===== config.mk =====
export PLATFORM = sky130hd
export DESIGN_NAME = simon_sequencer
export DESIGN_NICKNAME = d
export VERILOG_FILES = /design/src/rtl/simon_sequencer.sv
export SDC_FILE = /design/constraint.sdc
export NUM_CORES = 1
export LEC_CHECK = 0
export CORE_UTILIZATION = 40
export CTS_CLUSTER_SIZE = 16
export DETAILED_ROUTE_END_ITERATION = 16
export MAX_ROUTING_LAYER = met4
export SLEW_MARGIN = 15
export SYNTH_ARGS = -nofsm -noshare
export SYNTH_HDL_FRONTEND = slang
export SYNTH_SLANG_ARGS = --single-unit

===== constraint.sdc =====
create_clock -name clk -period 2.7 [get_ports clk]
set_input_delay 0.405 -clock clk [delete_from_list [all_inputs] [get_ports clk]]
set_output_delay 0.405 -clock clk [all_outputs]
set_load 0.05 [all_outputs]

===== src/rtl/simon_sequencer.sv =====
// Simon game sequencer: replays an LFSR-derived colour sequence and checks the player's presses.
// Latency: one clock per fetch step; colours are lit SHOW_CYCLES and followed by GAP_CYCLES dark clocks.
// No backpressure; btn_pressed is only sampled in WAIT_BTN. SIMON_TIMEOUT_EN adds an input-wait timeout.
module simon_sequencer #(
    parameter int MAX_LEN        = 32,
    parameter int SHOW_CYCLES    = 50000000,
    parameter int GAP_CYCLES     = 12500000,
    parameter int TIMEOUT_CYCLES = 500000000
) (
    input  logic       clk,
    input  logic       reset,
    input  logic       start,
    input  logic [3:0] btn_pressed,
    input  logic       random,
    output logic       lfsr_step,
    output logic       lfsr_rerun,
    output logic [1:0] color,
    output logic       led_enable,
    output logic [7:0] score,
    output logic       awaiting_input,
    output logic       game_over,
    output logic       game_won
);

    typedef enum logic [3:0] {
        S_IDLE, S_REWIND, S_FETCH_HI, S_FETCH_LO, S_SHOW, S_GAP, S_WAIT_BTN, S_LOSE, S_WIN
    } state_t;

    localparam logic [31:0] SHOW_LOAD = 32'(SHOW_CYCLES - 1);
    localparam logic [31:0] GAP_LOAD  = 32'(GAP_CYCLES - 1);
    localparam logic [31:0] TMO_LOAD  = 32'(TIMEOUT_CYCLES - 1);
    localparam logic [7:0]  MAX_LEN8  = 8'(MAX_LEN);

    state_t      state, state_d;
    logic [1:0]  cur, cur_d;
    logic [1:0]  color_q, color_d;
    logic [7:0]  idx, idx_d;
    logic [7:0]  len, len_d;
    logic [7:0]  score_q, score_d;
    logic        phase_in, phase_in_d;    // 0 = replaying the sequence, 1 = collecting presses
    logic [31:0] timer, timer_d;

    always_ff @(posedge clk or negedge reset) begin
        if (!reset) begin
            state    <= S_IDLE;
            cur      <= '0;
            color_q  <= '0;
            idx      <= '0;
            len      <= '0;
            score_q  <= '0;
            phase_in <= 1'b0;
            timer    <= '0;
        end else begin
            state    <= state_d;
            cur      <= cur_d;
            color_q  <= color_d;
            idx      <= idx_d;
            len      <= len_d;
            score_q  <= score_d;
            phase_in <= phase_in_d;
            timer    <= timer_d;
        end
    end

    always_comb begin
        state_d    = state;
        cur_d      = cur;
        color_d    = color_q;
        idx_d      = idx;
        len_d      = len;
        score_d    = score_q;
        phase_in_d = phase_in;
        timer_d    = timer;
        case (state)
            S_IDLE, S_WIN, S_LOSE: begin
                if (start) begin
                    len_d      = 8'd1;
                    score_d    = 8'd0;
                    phase_in_d = 1'b0;
                    state_d    = S_REWIND;
                end
            end
            S_REWIND: begin
                idx_d   = 8'd0;
                state_d = S_FETCH_HI;
            end
            S_FETCH_HI: begin
                cur_d[1] = random;
                state_d  = S_FETCH_LO;
            end
            S_FETCH_LO: begin
                cur_d[0] = random;
                if (phase_in) begin
                    timer_d = TMO_LOAD;
                    state_d = S_WAIT_BTN;
                end else begin
                    color_d = {cur[1], random};
                    timer_d = SHOW_LOAD;
                    state_d = S_SHOW;
                end
            end
            S_SHOW: begin
                if (timer == 32'd0) begin
                    idx_d   = idx + 8'd1;
                    timer_d = GAP_LOAD;
                    state_d = S_GAP;
                end else begin
                    timer_d = timer - 32'd1;
                end
            end
            S_GAP: begin
                if (timer != 32'd0) begin
                    timer_d = timer - 32'd1;
                end else if (idx != len) begin
                    state_d = S_FETCH_HI;
                end else if (!phase_in) begin
                    phase_in_d = 1'b1;
                    state_d    = S_REWIND;
                end else begin
                    score_d = len;
                    if (len == MAX_LEN8) begin
                        state_d = S_WIN;
                    end else begin
                        len_d      = len + 8'd1;
                        phase_in_d = 1'b0;
                        state_d    = S_REWIND;
                    end
                end
            end
            S_WAIT_BTN: begin
                // A press in the expiry cycle is decoded before the timeout.
                if (btn_pressed == (4'b0001 << cur)) begin
                    idx_d   = idx + 8'd1;
                    timer_d = GAP_LOAD;
                    state_d = S_GAP;
                end else if (btn_pressed != 4'b0000) begin
                    state_d = S_LOSE;
                end
`ifdef SIMON_TIMEOUT_EN
                else if (timer == 32'd0) begin
                    state_d = S_LOSE;
                end else begin
                    timer_d = timer - 32'd1;
                end
`endif
            end
            default: state_d = S_IDLE;
        endcase
    end

    assign lfsr_step      = (state == S_FETCH_HI) || (state == S_FETCH_LO);
    assign lfsr_rerun     = (state == S_REWIND);
    assign led_enable     = (state == S_SHOW);
    assign color          = color_q;
    assign score          = score_q;
    assign awaiting_input = (state == S_WAIT_BTN);
    assign game_over      = (state == S_LOSE);
    assign game_won       = (state == S_WIN);

endmodule

==> results of run 1 <==
area by class of cell:
| class | count | area [sq um] | share of cell area (%) |
|---|---|---|---|
| clock buffer | 10 | 137.6 | 2.743 |
| clock inverter | 6 | 43.79 | 0.8728 |
| inverter | 15 | 56.30 | 1.122 |
| multi-input combinational | 390 | 2399 | 47.81 |
| sequential | 65 | 1627 | 32.42 |
| tap | 133 | 166.4 | 3.317 |
| timing repair buffer | 66 | 588.1 | 11.72 |
flip-flops by register name, summed over array words and instances (netlist names):
name / count
phase_in: 1
cur: 2
timer: 32
color: 2
len: 8
score: 8
idx: 8
state: 4
where the power goes:
| group | total (mW) | switching, mW | internal (mW) |
|---|---|---|---|
| Combinational | 2.85 | 1.68 | 1.16 |
| Sequential | 1.61 | 0.355 | 1.26 |
| Clock | 0.762 | 0.404 | 0.359 |
synthesized netlist by cell type (4+ instances only):
cell type	number
nand2_1	44
nor3_1	23
o21ai_0	32
xor2_1	8
nand3_1	24
inv_1	15
o22a_1	6
and2_1	7
clkbuf_1	16
a41oi_1	5
nand4_1	5
o211ai_1	6
nor2_1	48
a21o_1	5
mux2_2	7
nor2b_1	6
a211oi_1	6
a31oi_1	15
nand2b_1	7
ha_1	5
or3_1	4
nor3b_1	5
dfrtp_1	65
buf_2	5
nor4_1	10
a21oi_1	33
o31ai_1	16
and3_1	8
worst max path at each step:
stage,from,to,slack [ns],depth (start not counted)
CTS,state[1],game_won,0.17,3
detailed placement,btn_pressed[0],timer[18],0.18,7
finish,state[1],game_won,0.17,3
global route,state[2],game_won,0.1,4
global placement,btn_pressed[2],timer[11],0.22,7
floorplan,timer[15],len[7],0.32,7
metrics by stage:
step	hold WS (ns)	setup slack (ns)	power, mW
final	0.01648	0.1742	5.224
after global routing	0.04455	0.09863	5.611
after CTS	0.02471	0.1696	5.211
after detailed placement	0.4162	0.1752	4.434
after global placement	0.4171	0.2245	4.391
after floorplan	0.1094	0.3185	3.397
metal layers:
metal  vias to the layer above  track usage [%]
met1                      1990            29.52
met3                        29            4.449
met2                       112            40.48
met5                         -                -
met4                         0            7.347
li1                       1949                -
cells by family (layout without fill, tap and decap cells):
group	after synthesis	in the layout	synth area share, %
AOI/OAI and AO/OA	149	149	23.34
xor gates and xnor gates	9	9	1.890
adders and majority gates	5	5	1.500
buffers and inverters	38	97	3.749
DFF	65	65	38.99
muxes	10	10	2.610
and+or+nand+nor	217	217	27.92
==> impl_results.md, run 1 <==
* Syn Nets at around 500
* Seq/Total Area, Yosys at about two fifths
* Crit start category: flip-flop
* Cell Chain, Critical Path: nor2_1 -> and3_1 -> clkdlybuf4s50_1
* Slew headroom at 58.24%
* Most common cell after layout, fill and taps aside: dfrtp_1
* R2R depth at 7
* Die H at roughly 100 microns
* Root Driver: clkbuf_8
* Critical path's top delay family: buffers and inverters
* Synth area leader: dfrtp_1
* Largest net degree at the start of global routing at 26
* Post-CTS sizing at 0
* CTS tree: built
* Metal2 WL at 5902 microns
* Primary FF master, synth: dfrtp_1
* Share of layout cells above drive strength 1 at 15.58%
* Post-CTS Hold Buffers at 0
* Skew final at 0.01195 ns
* Slew @ Worst Pin at 0.6241 ns
* Most frequent cells in the layout: dfrtp_1, nor2_1, nand2_1, buf_4, a21oi_1
* Final HPWL DP at 8826 microns
* Synth area leaders: dfrtp_1, nor2_1, a21oi_1
* EDFF count, synth at 0
* Unrepaired setup endpoints after global routing: no
* First-pass GRT wire length at 20310 microns
* Crit path arrival time at between 2 and 2.5 ns
* Leak at 2.138 nW
* Clock transition at path regs at 0.08 ns
* Fin. Hold Viols at 0
* Initial antenna violation count at 0
* Result of the run: finished, final reports clean
* Core area at 9955 sq um
* Die area at 10840 sq um
* WL/cell at 17.46 microns
* Number of port buffers at 23
* Setup_tns at 0 ns
* Max Fclk at roughly 400 MHz
* IO Count at 24
* N_diodes at 0
* Critical Path RT at about 2.3 ns
* Htree depth at 3
* TritonCTS Buffers at 9
* Iteration-0 DRC count of the detailed router at 376
* Tot GR Track Use at 24.14%
* Final period util at 93.55%
* Routed met3 length at between 400 and 500 microns
* Fin nets at 560
* Final worst path period need at 2.526 ns
* Routed WL at 11960 microns
* Count of different cell masters after synthesis at 63
* RePlAce Congestion at 0.8942
* Mapped Area at 4172 sq um
* Vias per cell at 5.956
* Final Non-Filler Cells at between 600 and 700
* Residual DRC at 0
* DR top layer: met4
* Setup violators final at 0
* Async SR Flop Fraction at 100.0%
* Mapped Avg Cell Area at about 8.5 sq um
* Util after Layout at 50.40%
* Max Slew Vio Count at 0
* Pwr dens at 1041 nW/um^2
* Rows at 36
* Buffers & Inverters on Critical Path at 1
* Finished layout cell area at about 5000 sq um
* Max IR drop VDD at 631.7 uV
* Vias in the first global route at 4062
* Area share of the largest cell type after synthesis at 38.99%
* First-pass DRT Iterations at 5
* Post-route ant nets at 0
* Max clock buf depth at 2
* Worst r2r dst: idx[3]
* Via count at 4080
* Met1 WL at 5372 microns
* Max-Cap Viols at 0
* Post-placement cell area at between 4000 and 5000 sq um
* Synthesis Warnings at 0
* Syn-to-layout area delta at 20.28%
* Gate Count Post-Synth at slightly below 500
* Postcts setup bufs at 0
* Reg2reg start: timer[15]
* Hold/Removal Path Class: input port to asynchronous set/reset pin
* Filler cells at 953
* CP endpoint kind: primary output
* Cell Count Post-Placement at 669
* CP peak stage delay at 0.80 ns
* R2R setup slack at approximately 0.20 ns
* Maximum net fanout on the critical path at 17
* FF+latch count, synth at 65
* Die X at 104.1 microns
* Total grt overflow at 0
* Initial Util at 41.91%
* Num Clock Sinks at 65
* Crit Path Category: flip-flop to primary output
* Crit-path slowest cell: clkdlybuf4s50_1
* Clock Latency Late Sink at around 0.36 ns
(Power assumes the default switching activity.)
==> inputs of run 2 (changes only) <==
Settings changed: SLEW_MARGIN 15 to not set.
==> results of run 2 <==
Same layout as run 1: the final DEF is identical, and so are final timing and power.
